File: src/rtl/flit_fifo_param.sv
`default_nettype none
// ============================================================================
//  Module   : flit_fifo_param
//  Brief    : Parameterised single-clock flit FIFO, registered or
//             first-word-fall-through output, status flags and sticky errors.
//  Revision : 1.0 - initial release
// ============================================================================
module flit_fifo_param #(
    parameter int DATA_W   = 8,
    parameter int DEPTH    = 8,
    parameter int AFULL_TH = DEPTH - 1,
    parameter int FWFT     = 0,
    localparam int CNT_W   = $clog2(DEPTH + 1),
    localparam int PTR_W   = $clog2(DEPTH)
) (
    input  logic              clk,
    input  logic              rst,
    input  logic              write,
    input  logic [DATA_W-1:0] data_in,
    input  logic              read,
    input  logic              flush,
    input  logic              err_clr,
    output logic [DATA_W-1:0] data_out,
    output logic              data_valid,
    output logic              full,
    output logic              empty,
    output logic              almost_full,
    output logic [CNT_W-1:0]  count,
    output logic              overflow,
    output logic              underflow
);

    localparam logic [CNT_W-1:0] c_depth = CNT_W'(DEPTH);
    localparam logic [CNT_W-1:0] c_afull = CNT_W'(AFULL_TH);

    logic [DATA_W-1:0] r_mem [DEPTH];
    logic [PTR_W-1:0]  r_wr_ptr;
    logic [PTR_W-1:0]  r_rd_ptr;
    logic [CNT_W-1:0]  r_count;
    logic              r_overflow;
    logic              r_underflow;

    logic w_rd_acc;
    logic w_wr_acc;
    logic w_ovf_set;
    logic w_udf_set;

    assign count       = r_count;
    assign full        = (r_count == c_depth);
    assign empty       = (r_count == '0);
    assign almost_full = (r_count >= c_afull);
    assign overflow    = r_overflow;
    assign underflow   = r_underflow;

    // A read frees the head on the same edge, so a full FIFO still takes a write.
    assign w_rd_acc  = read && !empty && !flush;
    assign w_wr_acc  = write && (!full || read) && !flush;
    assign w_ovf_set = write && full && !read;
    assign w_udf_set = read && empty;

    always_ff @(posedge clk) begin
        if (w_wr_acc) begin
            r_mem[r_wr_ptr] <= data_in;
        end
    end

    always_ff @(posedge clk or negedge rst) begin
        if (!rst) begin
            r_wr_ptr <= '0;
            r_rd_ptr <= '0;
            r_count  <= '0;
        end else if (flush) begin
            r_wr_ptr <= '0;
            r_rd_ptr <= '0;
            r_count  <= '0;
        end else begin
            if (w_wr_acc) begin
                r_wr_ptr <= r_wr_ptr + PTR_W'(1);
            end
            if (w_rd_acc) begin
                r_rd_ptr <= r_rd_ptr + PTR_W'(1);
            end
            case ({w_wr_acc, w_rd_acc})
                2'b10:   r_count <= r_count + CNT_W'(1);
                2'b01:   r_count <= r_count - CNT_W'(1);
                default: r_count <= r_count;
            endcase
        end
    end

    // A new error in the same cycle as err_clr keeps the flag set.
    always_ff @(posedge clk or negedge rst) begin
        if (!rst) begin
            r_overflow  <= 1'b0;
            r_underflow <= 1'b0;
        end else begin
            if (w_ovf_set) begin
                r_overflow <= 1'b1;
            end else if (err_clr) begin
                r_overflow <= 1'b0;
            end
            if (w_udf_set) begin
                r_underflow <= 1'b1;
            end else if (err_clr) begin
                r_underflow <= 1'b0;
            end
        end
    end

    generate
        if (FWFT != 0) begin : g_fwft
            // Gated to zero while empty so reset shows zero without clearing storage.
            assign data_out   = empty ? '0 : r_mem[r_rd_ptr];
            assign data_valid = !empty;
        end else begin : g_registered
            logic [DATA_W-1:0] r_data_out;
            logic              r_data_valid;

            always_ff @(posedge clk or negedge rst) begin
                if (!rst) begin
                    r_data_out   <= '0;
                    r_data_valid <= 1'b0;
                end else begin
                    r_data_valid <= w_rd_acc;
                    if (w_rd_acc) begin
                        r_data_out <= r_mem[r_rd_ptr];
                    end
                end
            end

            assign data_out   = r_data_out;
            assign data_valid = r_data_valid;
        end
    endgenerate

endmodule
`default_nettype wire

File: config.mk
export PLATFORM = sky130hd
export DESIGN_NAME = flit_fifo_param
export DESIGN_NICKNAME = d
export VERILOG_FILES = /design/src/rtl/flit_fifo_param.sv
export SDC_FILE = /design/constraint.sdc
export NUM_CORES = 1
export LEC_CHECK = 0
export ABC_AREA = 1
export BUFFER_PORTS_ARGS = -buffer_cell sky130_fd_sc_hd__buf_2
export CORE_MARGIN = 2
export CORE_UTILIZATION = 60
export DETAILED_ROUTE_END_ITERATION = 7
export MAX_ROUTING_LAYER = met4
export PLACE_DENSITY = 0.8
export RECOVER_POWER = 50
export SYNTH_ARGS = -nofsm -noshare
export SYNTH_HDL_FRONTEND = slang
export SYNTH_SLANG_ARGS = --single-unit
File: constraint.sdc
create_clock -name clk -period 4.8 [get_ports clk]
set_input_delay 0.24 -clock clk [delete_from_list [all_inputs] [get_ports clk]]
set_output_delay 0.24 -clock clk [all_outputs]
set_load 0.02 [all_outputs]
==> results.py <==
metrics = {
    "layout": {
        "multi_input_area_um2": 945,
        "final_util_pct": 69.5,
        "area_delta_synth_final_pct": 10.4,
        "antennaDiodeCount": 0,
        "final_nets": 341,
        "drive_gt1_share_pct": 14.3,
        "n_fill_cell": 416,
        "seqCellArea_um2": 2450,
    },
    "power_and_ir_drop": {
        "p_int_uw": 1230,
        "ir_drop_v": 0.000265,
        "pwr-share-clk_pct": 23.4,
        "power.share.combinational_pct": 27.6,
        "power.density_nw_per_um2": 500,
        "p_sw_uw": 713,
        "p_seq_share_pct": 49.0,
        "p_sw_share_pct": 36.7,
        "p_leak_uw": 0.00147,
    },
    "logic_synthesis": {
        "netlist_area_um2": 3530,
        "postSynthCellCount": 290,
        "avgSynthCellArea_um2": 12.2,
        "ys_seq_area_share_pct": 69.4,
        "synthTopCellsByArea": "edfxtp_1 54%, dfrtp_1 15%, o21ai_0 5.7%",
        "syn-num-nets": 308,
        "synth_cell_types": 34,
        "ys_warn_count": 0,
        "yosys.area.top_type": "edfxtp_1",
        "yosys_register_bits": 85,
        "yosysTopAreaCellShare_pct": 54.5,
    },
    "sta": {
        "fin_ws_ps": 2200,
        "clock-skew-final_ps": 8.41,
        "final-hold-violation-count": 0,
        "max_slew.worst_pin.slew_ps": 1220,
        "finalSetupViolations": 0,
        "max_freq_mhz": 384,
        "period_minus_slack_ps": 2600,
        "relSlewSlack_pct": 18.3,
        "setup_tns_ps": 0,
        "min_period_over_period_pct": 54.2,
        "rsz0062_at_grt": "false",
        "slew_viol_final": 0,
    },
    "clock_tree": {
        "clock_latency_ps": 340,
        "cts_resized": 0,
        "cts_made_buffers": 9,
        "cts_tree": "done",
        "clk_pin_slew_ps": 90,
        "htree_levels": 3,
        "post_cts_buffers": 0,
        "cts_buffer_depth": 2,
        "clock-sinks": 85,
        "clock-root-buffer": "clkbuf_8",
    },
    "die": {
        "dieArea_um2": 6510,
        "core-area_um2": 5610,
        "rows": 27,
        "die_x_um": 80.7,
        "num_io_pins": 32,
        "initial_core_util_pct": 62.9,
        "die_h_um": 80.7,
    },
    "place": {
        "gp_congestion": 0.796,
        "portBuffers": 31,
        "pre_cts_ws_ps": 2270,
        "hpwl_um": 4380,
    },
    "grt": {
        "grt_max_degree": 35,
        "first_global_vias": 2184,
        "antenna_found_initial": 0,
        "grt_pass1_wl_um": 10900,
        "grt-ovfl-total": 0,
        "grtUsageTotal_pct": 23.9,
    },
    "min_path": {
        "hold_path.class": "primary input to flop",
    },
    "detailed_routing": {
        "first_iter_violations": 288,
        "vias_per_cell": 5.69,
        "first_pass_iters": 5,
        "wl_per_cell_um": 16.6,
        "vias": 2274,
        "drtAntennaViolNets": 0,
        "drc_errors": 0,
        "wirelength_um": 6640,
    },
    "setup_path": {
        "critPathKind": "flop to flop",
        "end_kind": "flop",
        "startpoint_type": "flop",
        "required_ps": 5030,
        "worstPathArrival_ps": 2830,
        "critPathMaxFanout": 34,
    },
    "run": {
        "cap_viol_max_count": 0,
    },
    "outcome": {
        "status": "completed",
    },
}
==> registers in the layout, summed over array words and instances (netlist names) <==
register    count
underflow       1
data_out        8
data_valid      1
r_wr_ptr        3
overflow        1
count           4
r_mem          64
r_rd_ptr        3
==> what timing repair did <==
action,CTS,global route
setup endpoints to repair,0,0
hold buffers,1,0
hold endpoints to repair,21,0
==> critical path: stages, from the launching register on <==
cell and delay (ps):
dfrtp_1 1000, inv_1 710, o21ai_0 340, o221ai_1 210
o211ai_1 140, nand2_1 80
==> power groups by stage <==
stage | registers, uW | logic [uW] | clock network [uW]
6_report | 955 | 537 | 455
5_1_grt | 967 | 605 | 497
4_1_cts | 954 | 547 | 463
3_5_place_dp | 971 | 545 | 0
3_3_place_gp | 963 | 525 | 0
2_1_floorplan | 997 | 351 | 0
==> final cells by class <==
type | instances | area share (%)
well taps | 72 | 2.31
clock inverters | 7 | 1.54
multi-input cells | 174 | 24.3
inverters | 21 | 2.15
flip-flops and latches | 85 | 62.8
repair buffers | 32 | 3.73
clock buffers | 9 | 3.18
==> cell families after synthesis <==
logic type               Yosys count  synth area share, %
AO/OA/AOI/OAI                     73                 12.7
adder cells (fa/ha/maj)            4                 1.42
buffers and inverters             31                 3.58
AND/OR/NAND/NOR                   96                 12.7
XOR/XNOR                           1                0.248
flip-flops                        85                 69.4
==> placed cells by master (no fill, tap or decap), types with 3 or more instances in the layout <==
cell type | netlist | final
nand3_1 | 5 | 5
dfrtp_1 | 21 | 21
edfxtp_1 | 64 | 64
o221ai_1 | 8 | 8
nand2_1 | 34 | 34
clkbuf_1 | 7 | 16
clkbuf_8 | 0 | 9
clkinv_4 | 1 | 3
ha_1 | 4 | 4
o22ai_1 | 10 | 10
inv_1 | 16 | 16
nor2_1 | 43 | 44
o211ai_1 | 8 | 8
inv_2 | 3 | 3
buf_2 | 1 | 15
o21ai_0 | 40 | 40
==> metal layers <==
layer	GRT usage (%)	vias up	routed length (um)
li1	-	1108	-
met3	5.28	6	468
met4	11.0	0	61
met5	-	-	0
met1	33.1	1082	3080
met2	34.3	78	3020
==> per-stage QoR <==
stage          cells  hold WS (ps)  power [uW]  instance area (um2)
4_1_cts          400          81.9        1960                 3920
6_report         400          96.6        1950                 3890
3_3_place_gp     383           233        1490                 3730
5_1_grt          400          97.5        2070                 3890
2_1_floorplan    290         -55.6        1350                 3530
3_5_place_dp     383           240        1520                 3730
==> cell usage after synthesis, drive strengths merged <==
| library cell | number |
|---|---|
| edfxtp | 64 |
| nor2 | 47 |
| o21ai | 42 |
| nand2 | 37 |
| dfrtp | 21 |
| inv | 19 |
| o22ai | 10 |
| o211ai | 8 |
| o221ai | 8 |
| clkbuf | 7 |
| nand3 | 7 |
| a21oi | 5 |
| ha | 4 |
| buf | 3 |
| clkinv | 2 |
| nand4 | 2 |
| nand3b | 1 |
| nor3 | 1 |
| nor4 | 1 |
| xor2 | 1 |
==> path summary, 6_finish.rpt <==
check,start,endpoint,slack (ps),cells past startpoint
worst max register to register,r_rd_ptr[0],data_out[6],2200,5
min in group asynchronous,rst,data_out[3],680,2
max in group asynchronous,rst,data_out[7],3390,2
worst max-delay path,r_rd_ptr[0],data_out[6],2200,5
worst min-delay path,err_clr,underflow,100,2
worst min register to register,data_out[5],data_out[5],480,2
No activity file was read; power rests on OpenSTA's default activity.
